==> src/rtl/mem_access_unit.sv <==
// Load/store unit between the decode/execute path and an SRAM-like data bus.
// Takes one memory operation at a time, checks alignment, issues a single bus
// transaction and returns a one-cycle writeback result.
//
// Ports:
//   clk, resetn           clock, asynchronous active-low reset
//   req_valid/req_ready   upstream handshake (ready only when idle)
//   mem_read, mem_write   load / store request
//   size_mem              0 = byte, 1 = half, 2 = word
//   is_unsign_load        zero-extend sub-word loads
//   addr, store_data, rd  effective address, store operand, destination reg
//   flush                 cancels the in-flight operation
//   data_*                SRAM-like bus request / response
//   resp_*                one-cycle writeback result
//   ale, badv             alignment exception and faulting address
module mem_access_unit (
  input  logic        clk,
  input  logic        resetn,
  input  logic        req_valid,
  output logic        req_ready,
  input  logic        mem_read,
  input  logic        mem_write,
  input  logic [1:0]  size_mem,
  input  logic        is_unsign_load,
  input  logic [31:0] addr,
  input  logic [31:0] store_data,
  input  logic [4:0]  rd,
  input  logic        flush,
  output logic        data_req,
  output logic        data_wr,
  output logic [1:0]  data_size,
  output logic [31:0] data_addr,
  output logic [3:0]  data_wstrb,
  output logic [31:0] data_wdata,
  input  logic        data_addr_ok,
  input  logic        data_data_ok,
  input  logic [31:0] data_rdata,
  output logic        resp_valid,
  output logic        resp_we,
  output logic [4:0]  resp_rd,
  output logic [31:0] resp_data,
  output logic        ale,
  output logic [31:0] badv
);

  typedef enum logic [2:0] {StIdle, StReq, StWait, StCancel, StResp} state_e;

  state_e      state_q, state_d;
  logic        read_q, write_q, unsign_q, ale_q;
  logic [1:0]  size_q;
  logic [31:0] addr_q, sdata_q, rdata_q;
  logic [4:0]  rd_q;

  logic        accept, capture, misaligned;
  logic [7:0]  byte_sel;
  logic [15:0] half_sel;
  logic [31:0] load_result;

  assign accept  = (state_q == StIdle) && req_valid && !flush;
  assign capture = (state_q == StWait) && data_data_ok && !flush;

  always_comb begin
    misaligned = 1'b0;
    case (size_mem)
      2'd1:    misaligned = addr[0];
      2'd2:    misaligned = (addr[1:0] != 2'b00);
      default: misaligned = 1'b0;
    endcase
  end

  always_comb begin
    state_d = state_q;
    unique case (state_q)
      StIdle: begin
        if (req_valid && !flush) begin
          state_d = (misaligned || !(mem_read || mem_write)) ? StResp : StReq;
        end
      end
      StReq: begin
        // An accepted address owes us a data beat, so a flush must drain it.
        if (data_addr_ok)  state_d = flush ? StCancel : StWait;
        else if (flush)    state_d = StIdle;
      end
      StWait: begin
        if (flush)             state_d = data_data_ok ? StIdle : StCancel;
        else if (data_data_ok) state_d = StResp;
      end
      StCancel: begin
        if (data_data_ok) state_d = StIdle;
      end
      StResp:  state_d = StIdle;
      default: state_d = StIdle;
    endcase
  end

  always_ff @(posedge clk or negedge resetn) begin
    if (!resetn) begin
      state_q <= StIdle;
    end else begin
      state_q <= state_d;
    end
  end

  always_ff @(posedge clk or negedge resetn) begin
    if (!resetn) begin
      read_q   <= 1'b0;
      write_q  <= 1'b0;
      unsign_q <= 1'b0;
      ale_q    <= 1'b0;
      size_q   <= 2'd0;
      addr_q   <= 32'd0;
      sdata_q  <= 32'd0;
      rdata_q  <= 32'd0;
      rd_q     <= 5'd0;
    end else begin
      if (accept) begin
        read_q   <= mem_read;
        write_q  <= mem_write;
        unsign_q <= is_unsign_load;
        ale_q    <= misaligned;
        size_q   <= size_mem;
        addr_q   <= addr;
        sdata_q  <= store_data;
        rd_q     <= rd;
      end
      if (capture) begin
        rdata_q <= data_rdata;
      end
    end
  end

  // Bus request: fields come straight from latched state, so they stay stable
  // for as long as the slave withholds data_addr_ok.
  always_comb begin
    data_req   = 1'b0;
    data_wr    = 1'b0;
    data_size  = 2'd0;
    data_addr  = 32'd0;
    data_wstrb = 4'd0;
    data_wdata = 32'd0;
    if (state_q == StReq) begin
      data_req  = 1'b1;
      data_wr   = write_q;
      data_size = size_q;
      data_addr = addr_q;
      unique case (size_q)
        2'd0: begin
          data_wstrb = 4'b0001 << addr_q[1:0];
          data_wdata = {4{sdata_q[7:0]}};
        end
        2'd1: begin
          data_wstrb = addr_q[1] ? 4'b1100 : 4'b0011;
          data_wdata = {2{sdata_q[15:0]}};
        end
        2'd2: begin
          data_wstrb = 4'b1111;
          data_wdata = sdata_q;
        end
        default: begin
          data_wstrb = 4'd0;
          data_wdata = 32'd0;
        end
      endcase
      if (!write_q) data_wstrb = 4'd0;
    end
  end

  always_comb begin
    byte_sel    = rdata_q[{addr_q[1:0], 3'b000} +: 8];
    half_sel    = rdata_q[{addr_q[1], 4'b0000} +: 16];
    load_result = 32'd0;
    case (size_q)
      2'd0:    load_result = {{24{~unsign_q & byte_sel[7]}}, byte_sel};
      2'd1:    load_result = {{16{~unsign_q & half_sel[15]}}, half_sel};
      2'd2:    load_result = rdata_q;
      default: load_result = 32'd0;
    endcase
  end

  // A flush landing in RESP kills the writeback combinationally.
  always_comb begin
    req_ready  = (state_q == StIdle);
    resp_valid = 1'b0;
    resp_we    = 1'b0;
    resp_rd    = 5'd0;
    resp_data  = 32'd0;
    ale        = 1'b0;
    badv       = 32'd0;
    if ((state_q == StResp) && !flush) begin
      resp_valid = 1'b1;
      resp_we    = read_q && !ale_q;
      resp_rd    = rd_q;
      resp_data  = (read_q && !ale_q) ? load_result : 32'd0;
      ale        = ale_q;
      badv       = ale_q ? addr_q : 32'd0;
    end
  end

endmodule
==> config.mk <==
export PLATFORM = sky130hd
export DESIGN_NAME = mem_access_unit
export DESIGN_NICKNAME = d
export VERILOG_FILES = /design/src/rtl/mem_access_unit.sv
export SDC_FILE = /design/constraint.sdc
export NUM_CORES = 1
export LEC_CHECK = 0
export CAP_MARGIN = 20
export CORE_MARGIN = 2
export CORE_UTILIZATION = 35
export DETAILED_ROUTE_END_ITERATION = 7
export GPL_ROUTABILITY_DRIVEN = 0
export PLACE_DENSITY = 0.76
export SYNTH_ARGS = -nofsm -noshare
export SYNTH_HDL_FRONTEND = slang
export SYNTH_SLANG_ARGS = --single-unit
==> constraint.sdc <==
create_clock -name clk -period 2.5 [get_ports clk]
set_clock_uncertainty 0.15 [all_clocks]
set_input_delay 0.375 -clock clk [delete_from_list [all_inputs] [get_ports clk]]
set_output_delay 0.375 -clock clk [all_outputs]
set_load 0.05 [all_outputs]
==> flow_metrics.tcl <==
set metrics [dict create \
    hold_viol_final 0 \
    drt.antenna.violating_nets 0 \
    crit_arrival_ps 2110 \
    cp_common_cell "buf_12" \
    port_buffers 256 \
    cts.clk_slew.worst_paths_ps 70 \
    ios 257 \
    status "complete, but fails checks" \
    critPathKind "reg -> out" \
    synth_cell_type_count 41 \
    p_clk_share_pct 11.9 \
    synth_area_um2 5960 \
    synth_edf_count 0 \
    syn_inst 562 \
    placeableCoreArea_um2 16600 \
    syn-num-nets 676 \
    fin_total_pwr_w 0.0141 \
    drc_errors 0 \
    dr.pass1.iters 4 \
    area_growth_pct 94.3 \
    placed_area_um2 10800 \
    hold_path_class "reg -> reg" \
    setup_viol 19 \
    crit_family "compound AO/OA/AOI/OAI gates" \
    hold_start "read_q" \
    syn-mean-instance-area_um2 10.6 \
    min_period_over_period_pct 106 \
    synth_common_cells "dfrtp_1, mux2_2, a21oi_1" \
    power_frac_comb_pct 63.7 \
    cp.depth 6 \
    final_nets 952 \
    num_rows 47 \
    final_core_util_pct 69.6 \
    grt_max_degree 66 \
    grt_setup_unrepaired "true" \
    critPathSlowestCell "a2111o_2" \
    yosysSeqAreaShare_pct 46.2 \
    antenna_cells 0 \
    yosys_warnings 0 \
    gr-usage-all-layers_pct 23.8 \
    die_w_um 135 \
    failed_checks "setup timing" \
    grt_pass1_vias 5935 \
    cp_num_buf_inv 2 \
    switchingPower_w 0.00615 \
    die_area_um2 18100 \
    synth_top_area_share_pct 46.2 \
    vias 5528 \
    ys_ff_latch 110 \
    p_int_w 0.00793 \
    drt-total-wl_um 21600 \
    period_minus_slack_ps 2640 \
    drt_iter0_markers 254 \
    setup.worst_path.start "addr_q[1]" \
    seq_power_share_pct 24.4 \
    cts_made_buffers 9 \
    viasPerCell 5.20 \
    worst_pin_slew_ps 391 \
    crit_chain "mux4_2 > nor2_2 > a2111o_2 > buf_12 > a21oi_4 > buf_12" \
    holdWs_ps 350 \
    regToRegStartpoint "state_q[0]" \
    fin_ws_ps -138 \
    critPathMaxFanout 8 \
    r2r_cells 6 \
    grt_use_met1_pct 28.3 \
    synth_area_leaders "dfrtp_1, mux2_2, a21oi_1" \
    cts_tree "yes" \
    power_density_nw_per_um2 1220 \
    postSynth.asyncResetShare_pct 100 \
    tns_ps -1930 \
    cp-start-kind "register" \
    whs_path_depth 1 \
    ys.flop_type "dfrtp_1" \
    hpwl_um 16000 \
    clk_path_buf_depth 2 \
    use_met3_pct 8.15 \
    fp.dieH_um 135 \
    fmax_mhz 379 \
    grt_pass1_wl_um 33300 \
    busiest_layer "met2" \
    design_area_um2 11600 \
    routedWlPerCell_um 20.3 \
    peakVddDrop_mv 0.833 \
    max-cap-violations 0 \
    clk_latency_ps 340 \
    power_switching_share_pct 43.7 \
    initial_utilization_pct 35.8 \
    h-tree-depth 3 \
    drive_above_1_share_pct 48.8 \
    drv_slew 0 \
    cp-end-kind "primary output" \
    worstPathRequired_ps 1980 \
    max_stage_delay_ps 430 \
    cts.sink_count 110 \
    overflow 0 \
    root_buffer "clkbuf_16" \
    antenna_found_initial 0 \
    p_leak_nw 4.77 \
    netlist.top_cell.by_area "dfrtp_1" \
    relSlewSlack_pct 73.9 \
    grtUsageMet2_pct 41.2 \
]
[placed cells by master, fill, tap and decap left out, types with 2 or more instances in the layout]
cell type	Yosys	layout
nand2_4	0	2
a21oi_2	10	2
nor3_2	1	2
and3_1	41	41
and2_1	40	38
o21ai_0	8	8
mux2_4	0	3
buf_6	1	10
nor2b_1	13	7
nand2_1	28	25
clkbuf_16	0	10
inv_1	5	4
mux2i_1	2	2
nor2_1	31	22
a21oi_4	0	32
buf_4	1	34
ha_1	2	2
buf_12	0	153
a21oi_1	52	28
dfrtp_2	0	2
a2bb2oi_1	17	17
nor2b_2	0	5
clkdlybuf4s50_1	0	109
buf_16	0	2
nand3_1	7	4
dfrtp_1	110	108
nor2_2	0	9
nand2b_1	3	3
mux2_1	2	2
mux2_2	110	107
a22oi_2	0	14
bufinv_16	0	3
inv_6	0	3
nand3_2	0	3
[per-layer routing]
metal | routed length [um] | share of wire [%]
met1 | 8710 | 40
met2 | 10900 | 50
met3 | 1670 | 7.7
met4 | 347 | 1.6
met5 | 0 | 0
[cells by family after synthesis]
logic type	share of synthesized area (%)
flip-flops	46.2
multiplexers	21.9
adder cells (fa/ha/maj)	0.420
buffers and inverters	3.71
AND/OR/NAND/NOR	15.8
AO/OA/AOI/OAI	12.1
[flip-flops by register name (all words and copies together), names as in the netlist]
register	flops
addr_q	32
ale_q	1
rd_q	5
rdata_q	32
read_q	1
sdata_q	32
size_q	2
state_q	3
unsign_q	1
write_q	1
[path summary, 6_finish.rpt]
| kind | to | slack [ps] |
|---|---|---|
| max | resp_data[26] | -140 |
| min | read_q | 350 |
| max reg2reg | sdata_q[26] | 480 |
| min reg2reg | read_q | 350 |
| max in group asynchronous | size_q[0] | 1400 |
| min in group asynchronous | rdata_q[13] | 410 |
[layout make-up]
type / count / area (um2)
Clock buffer: 10 / 229
Clock inverter: 6 / 116
Fill cell: 1156 / 5060
Inverter: 5 / 23.8
Multi-Input combinational cell: 400 / 3550
Sequential cell: 110 / 2760
Tap cell: 220 / 275
Timing Repair Buffer: 312 / 4640
[power groups by stage]
stage          Clock [W]  Combinational, W  Sequential (W)
6_report         0.00167           0.00897         0.00344
5_1_grt          0.00179           0.00941         0.00355
4_1_cts          0.00172           0.00868         0.00338
3_5_place_dp           0           0.00832         0.00340
3_3_place_gp           0           0.00819         0.00334
2_1_floorplan          0           0.00498         0.00312
[repair_timing]
action / in CTS / in global routing
buffers inserted: 12 / 7
endpoints found under the setup margin: 81 / 89
pin swaps: 5 / 16
gates cloned: 2 / 1
endpoints found under the hold margin: 110 / 0
resized for setup: 22 / 44
hold buffers: 1 / 0
[metrics by stage]
stage | worst slack (ps) | std cells
finish | -138 | 1063
global route | -205 | 1063
CTS | -158 | 1058
detailed placement | -136 | 1028
global placement | -75.1 | 1028
floorplan | -79.2 | 562
(Power assumes the default switching activity.)
